==> src/rtl/ap_unsi_div_16b_seq_pkg.sv <==
// Shared types and constants for the sequential unsigned restoring divider.
package ap_div_pkg;

  typedef enum logic [1:0] {
    IDLE,
    CALC,
    DONE
  } div_state_e;

  // Default operand width; the dividend is twice as wide.
  localparam int unsigned AP_DIV_DW = 8;

  // Iteration counter width for the default operand width.
  localparam int unsigned AP_DIV_CNT_W = $clog2(AP_DIV_DW + 1);

  // Quotient reported when the true quotient cannot be represented.
  localparam logic [AP_DIV_DW-1:0] AP_DIV_QUO_OVF = '1;

  // Counter width for an arbitrary operand width.
  function automatic int unsigned div_cnt_w(input int unsigned dw);
    return $clog2(dw + 1);
  endfunction

endpackage

==> src/rtl/ap_unsi_div_16b_seq_div_step.sv <==
// One combinational restoring-division iteration: shift the next dividend
// bit into the partial remainder and subtract the divisor if it fits.
module div_step
  import ap_div_pkg::*;
#(
  parameter int unsigned DW = AP_DIV_DW
) (
  input  logic [DW-1:0] r,
  input  logic          bit_in,
  input  logic [DW-1:0] dvs,
  output logic [DW-1:0] r_next,
  output logic          q_bit
);

  logic [DW:0] shifted;

  // The incoming remainder is always below dvs, so the shifted value is
  // below 2*dvs and either result fits back into DW bits.
  always_comb begin
    shifted = {r, bit_in};
    q_bit   = (shifted >= {1'b0, dvs});
    r_next  = q_bit ? (shifted[DW-1:0] - dvs) : shifted[DW-1:0];
  end

endmodule

==> src/rtl/ap_unsi_div_16b_seq.sv <==
// Sequential unsigned restoring divider: 2*DW-bit dividend / DW-bit divisor.
// Valid/ready handshake on both sides, one division in flight at a time.
// Optional macro AP_DIV_TRUNC_EN skips the last TRUNC_BITS iterations
// (approximate quotient with its low TRUNC_BITS bits forced to zero).
module ap_unsi_div_16b_seq
  import ap_div_pkg::*;
#(
  parameter int unsigned DW         = AP_DIV_DW,
  parameter int unsigned TRUNC_BITS = 2
) (
  input  logic          clk,
  input  logic          rst_n,
  input  logic          in_vld,
  output logic          in_rdy,
  input  logic [2*DW-1:0] dvd,
  input  logic [DW-1:0] dvs,
  output logic          out_vld,
  input  logic          out_rdy,
  output logic [DW-1:0] quo,
  output logic [DW-1:0] rem,
  output logic          ovf
);

`ifdef AP_DIV_TRUNC_EN
  localparam bit TRUNC_ON = 1'b1;
`else
  localparam bit TRUNC_ON = 1'b0;
`endif

  localparam int unsigned TB_LEGAL = (TRUNC_BITS < DW) ? TRUNC_BITS : DW - 1;
  localparam int unsigned SKIP     = TRUNC_ON ? TB_LEGAL : 0;
  localparam int unsigned N_ITER   = DW - SKIP;
  localparam int unsigned CNT_W    = div_cnt_w(DW);

  div_state_e state, state_nxt;

  // Partial remainder kept at DW bits: it stays below dvs between iterations.
  logic [DW-1:0]    r_reg;
  logic [DW-1:0]    q_reg;
  logic [DW-1:0]    dvs_reg;
  logic [CNT_W-1:0] cnt;
  logic             ovf_reg;

  logic             ovf_cond;
  logic             last_iter;
  logic [DW-1:0]    r_next;
  logic             q_bit;

  assign ovf_cond  = (dvd[2*DW-1:DW] >= dvs);
  assign last_iter = (cnt == CNT_W'(N_ITER - 1));

  div_step #(.DW(DW)) u_step (
    .r      (r_reg),
    .bit_in (q_reg[DW-1]),
    .dvs    (dvs_reg),
    .r_next (r_next),
    .q_bit  (q_bit)
  );

  // State register.
  always_ff @(posedge clk or negedge rst_n) begin
    if (!rst_n) state <= IDLE;
    else        state <= state_nxt;
  end

  // Next-state logic and handshake outputs.
  always_comb begin
    state_nxt = state;
    in_rdy    = 1'b0;
    out_vld   = 1'b0;
    unique case (state)
      IDLE: begin
        in_rdy = 1'b1;
        if (in_vld) state_nxt = ovf_cond ? DONE : CALC;
      end
      CALC: begin
        if (last_iter) state_nxt = DONE;
      end
      DONE: begin
        out_vld = 1'b1;
        if (out_rdy) state_nxt = IDLE;
      end
      default: state_nxt = IDLE;
    endcase
  end

  // Datapath: load on accept, iterate in CALC, hold in DONE.
  always_ff @(posedge clk or negedge rst_n) begin
    if (!rst_n) begin
      r_reg   <= '0;
      q_reg   <= '0;
      dvs_reg <= '0;
      cnt     <= '0;
      ovf_reg <= 1'b0;
    end else begin
      unique case (state)
        IDLE: begin
          if (in_vld) begin
            dvs_reg <= dvs;
            cnt     <= '0;
            if (ovf_cond) begin
              r_reg   <= '0;
              q_reg   <= '1;
              ovf_reg <= 1'b1;
            end else begin
              r_reg   <= dvd[2*DW-1:DW];
              q_reg   <= dvd[DW-1:0];
              ovf_reg <= 1'b0;
            end
          end
        end
        CALC: begin
          r_reg <= r_next;
          q_reg <= {q_reg[DW-2:0], q_bit};
          cnt   <= cnt + 1'b1;
        end
        default: ;
      endcase
    end
  end

  // Results are presented only while out_vld is high, zero otherwise.
  // With skipped iterations the computed quotient bits sit in the low part
  // of q_reg and are moved up so the skipped positions read as zero.
  always_comb begin
    quo = '0;
    rem = '0;
    ovf = 1'b0;
    if (state == DONE) begin
      quo = ovf_reg ? '1 : (q_reg << SKIP);
      rem = r_reg;
      ovf = ovf_reg;
    end
  end

endmodule

==> config.mk <==
export PLATFORM = sky130hd
export DESIGN_NAME = ap_unsi_div_16b_seq
export DESIGN_NICKNAME = d
export VERILOG_FILES = /design/src/rtl/ap_unsi_div_16b_seq_pkg.sv /design/src/rtl/ap_unsi_div_16b_seq_div_step.sv /design/src/rtl/ap_unsi_div_16b_seq.sv
export SDC_FILE = /design/constraint.sdc
export NUM_CORES = 1
export LEC_CHECK = 0
export BUFFER_PORTS_ARGS = -buffer_cell sky130_fd_sc_hd__buf_2
export CAP_MARGIN = 20
export CORE_MARGIN = 8
export CORE_UTILIZATION = 49
export DETAILED_ROUTE_END_ITERATION = 6
export PLACE_DENSITY = 0.72
export SYNTH_ARGS = -nofsm -noshare
export SYNTH_HDL_FRONTEND = slang
export SYNTH_SLANG_ARGS = --single-unit
==> constraint.sdc <==
create_clock -name clk -period 2.2 [get_ports clk]
set_input_delay 0.11 -clock clk [delete_from_list [all_inputs] [get_ports clk]]
set_output_delay 0.11 -clock clk [all_outputs]
set_load 0.005 [all_outputs]
==> impl_results.md <==
- Run status: complete, no violations
- Mapped Cells: 246
- Hold WC Path Type: in2reg
- Number of synthesized flops with an enable pin: 0
- Worst R2R Setup Slack: 0.08 ns
- TritonCTS clock tree: yes
- Clock sink total: 31
- Comb power frac: slightly below 60%
- Synth area leader: dfrtp_1
- Area grow syn2layout: 23.8%
- Boundary Pins: between 40 and 50
- Total Routing Usage GR: between 10% and 20%
- Worst Skew: about 0.0085 ns
- Setup tns final: 0 ns
- Switch share: ~43%
- Avg Cell Area, Syn: between 8 and 9 µm²
- First-pass GRT wire length: between 9000 and 10,000 µm
- Required @ worst endpoint: 2.37 ns
- Die X: approximately 81 µm
- DRC violation count after routing: 0
- Num CTS Buffers: 5
- Pre-CTS setup slack: -0.0246 ns
- RSZ-0062 raised after global routing: no
- Synth warnings: 0
- DRT iter0 DRCs: 195
- Layout Nets: 344
- Top_reg_cell synth: dfrtp_1
- Unique cell type count in the Yosys netlist: 42
- Post-route insts no fill: ~350
- Min Tclk post-route: 2.12 ns
- Starting density of the core: 51.5%
- Max FO, Critical Path: 6
- P_sw: approximately 1.8 mW
- P_leak: approximately 1.3 nW
- Type of the worst setup path: reg2reg
- Initial antenna violation count: 0
- Row count: 23
- Final Wtd Congestion: between 0.8 and 0.9
- CP max stage delay: about 0.42 ns
- Critical path startpoint category: flip-flop
- Buf/Inv on CP: 1
- Synth Register Bits: 31
- Layout cells sized above 1: a little under a quarter
- Fill count: between 300 and 400
- Vias per cell: roughly 5.7
- Cell area after synthesis: approximately 0.0021 mm²
- ANT nets after route: 0
- Cells after DPL: ~340
- Die Area: roughly 0.0066 mm²
- Detail Placement HPWL: roughly 4000 µm
- Vias: a little under 2,000
- Skew-Pair Late Insertion Delay: 0.29 ns
- Most common cell after layout, fill and taps aside: buf_2
- VDD IR max: ~840 µV
- Slew margin rel.: 36.1%
- Crit. End Element: flip-flop
- Number of global-route vias before repair: 1,941
- Final setup viols: 0
- Top cells by area, synth: dfrtp_1 37%, ha_1 10%, o21ai_0 6.0%
- Global route total overflow: 0
- Synth async-reset ratio: 100%
- Final hold violations: 0
- Initial DRT Pass Iterations: 5
- Commonest non-fill, non-tap cells in the layout: 46 x buf_2, 31 x dfrtp_1, 29 x nor2_1
- Slew @ Worst Pin: between 0.9 and 1 ns
- Tcrit/Tclk final: 96.4%
- P per Cell Area: around 1600 mW/mm²
- Post-Route WL: 5540 µm
- CP top delay family: compound AO/OA/AOI/OAI gates
- Worst path cell trace: ha_4, a32o_1, a2111oi_4, o31a_2, buf_6, a32o_1, a211o_1
- Crit-path most repeated cell: a32o_1
- IO Port Bufs: 46
- CTS clk-pin slew, worst paths: around 0.070 ns
- H-tree lvl count: 2
- Sequential power share: between 20% and 30%
- Clock power frac: 14.4%
- Die height: approximately 80 µm
- Crit path DAT: between 2 and 2.5 ns
- Fmax achieved: around 470 MHz
- Top-area cell type share of the netlist area: 37.1%
- Largest net degree at the start of global routing: 32
- Slowest library cell on the worst path: dfrtp_1
- Total core area: 0.00406 mm²
- Syn Nets: just under 300
- Clk buf depth: 2
- Ant. Diodes: 0
- Max cap viols: 0
- DR WL/cell: approximately 16 µm
- Max Slew Vio Count: 0
- Setup ws final: between 0.07 and 0.08 ns
- Post-synthesis sequential area ratio: about 37%
- Int Pwr: around 2.3 mW
- Clock root cell: clkbuf_8
==> repair_timing <==
item,in CTS,in global routing
cloned,0,1
hold buffers,1,0
setup endpoints to repair,5,8
setup buffers,1,1
hold endpoints to repair,31,0
pin swaps,1,3
resized for setup,0,7
==> power groups by stage <==
stage / Combinational (mW) / Sequential [mW] / Clock (mW)
detailed placement: 2.17 / 1.07 / 0
global route: 2.72 / 1.10 / 0.631
CTS: 2.21 / 1.06 / 0.597
floorplan: 1.68 / 0.973 / 0
finish: 2.45 / 1.08 / 0.591
global placement: 2.15 / 1.06 / 0
==> Yosys cell counts (2+ instances only) <==
library cell and number:
a211oi_1 5, nand2_1 25, dfrtp_1 31, a22oi_1 7
a211o_1 6, inv_1 21, buf_6 2, a32o_1 4
nand2b_1 7, nor3_1 3, o22ai_1 3, ha_1 17
clkbuf_1 11, and2_1 8, o21ai_1 2, xor2_1 3
nand4b_1 2, o21ai_0 25, and3_1 2, nand3_1 2
nor2_1 29, xnor2_1 2, a21oi_1 6, o32ai_1 2
nor2b_1 4
==> path summary, 6_finish.rpt <==
kind | start | end | depth (start not counted)
max | r_reg[0]$_DFFE_PN0P_ | r_reg[3]$_DFFE_PN0P_ | 7
min | out_rdy | state[1]$_DFFE_PN0P_ | 2
max reg2reg | r_reg[0]$_DFFE_PN0P_ | r_reg[3]$_DFFE_PN0P_ | 7
min reg2reg | dvs_reg[0]$_DFFE_PN0P_ | dvs_reg[0]$_DFFE_PN0P_ | 2
max in group asynchronous | rst_n | r_reg[3]$_DFFE_PN0P_ | 2
min in group asynchronous | rst_n | q_reg[4]$_DFFE_PN0P_ | 2
==> metal layers <==
metal | track usage [%] | routed length, µm | up-vias
li1 | - | - | 970
met1 | 22.8 | 2510 | 918
met2 | 27.1 | 2580 | 73
met3 | 4.53 | 338 | 15
met4 | 6.25 | 117 | 0
met5 | 0 | 0 | -
==> cell families after synthesis <==
| group | after synthesis | share of synthesized area (%) |
|---|---|---|
| adder cells (fa/ha/maj) | 18 | 11.1 |
| XOR/XNOR | 5 | 2.10 |
| flip-flops | 31 | 37.1 |
| AO/OA/AOI/OAI | 71 | 23.1 |
| AND/OR/NAND/NOR | 87 | 19.8 |
| buffers and inverters | 34 | 6.83 |
==> final cells by class <==
type	instances	area, µm²	area share (%)
multi-input cells	182	1230	47.7
repair buffers	57	319	12.3
clock buffers	6	82.6	3.19
inverters	21	78.8	3.05
well taps	50	62.6	2.42
clock inverters	2	35.0	1.35
flip-flops and latches	31	776	30.0
==> stage by stage <==
step           hold WS [ns]  power [mW]  utilization (%)  cell area (µm²)
3_5_place_dp          0.202        3.24             58.6             2380
4_1_cts              0.0136        3.87             61.9             2510
5_1_grt              0.0231        4.46             63.7             2590
3_3_place_gp          0.198        3.21             58.6             2380
6_report             0.0225        4.12             63.7             2590
2_1_floorplan        -0.186        2.65                -             2090
Power figures use the tool's default switching activity.
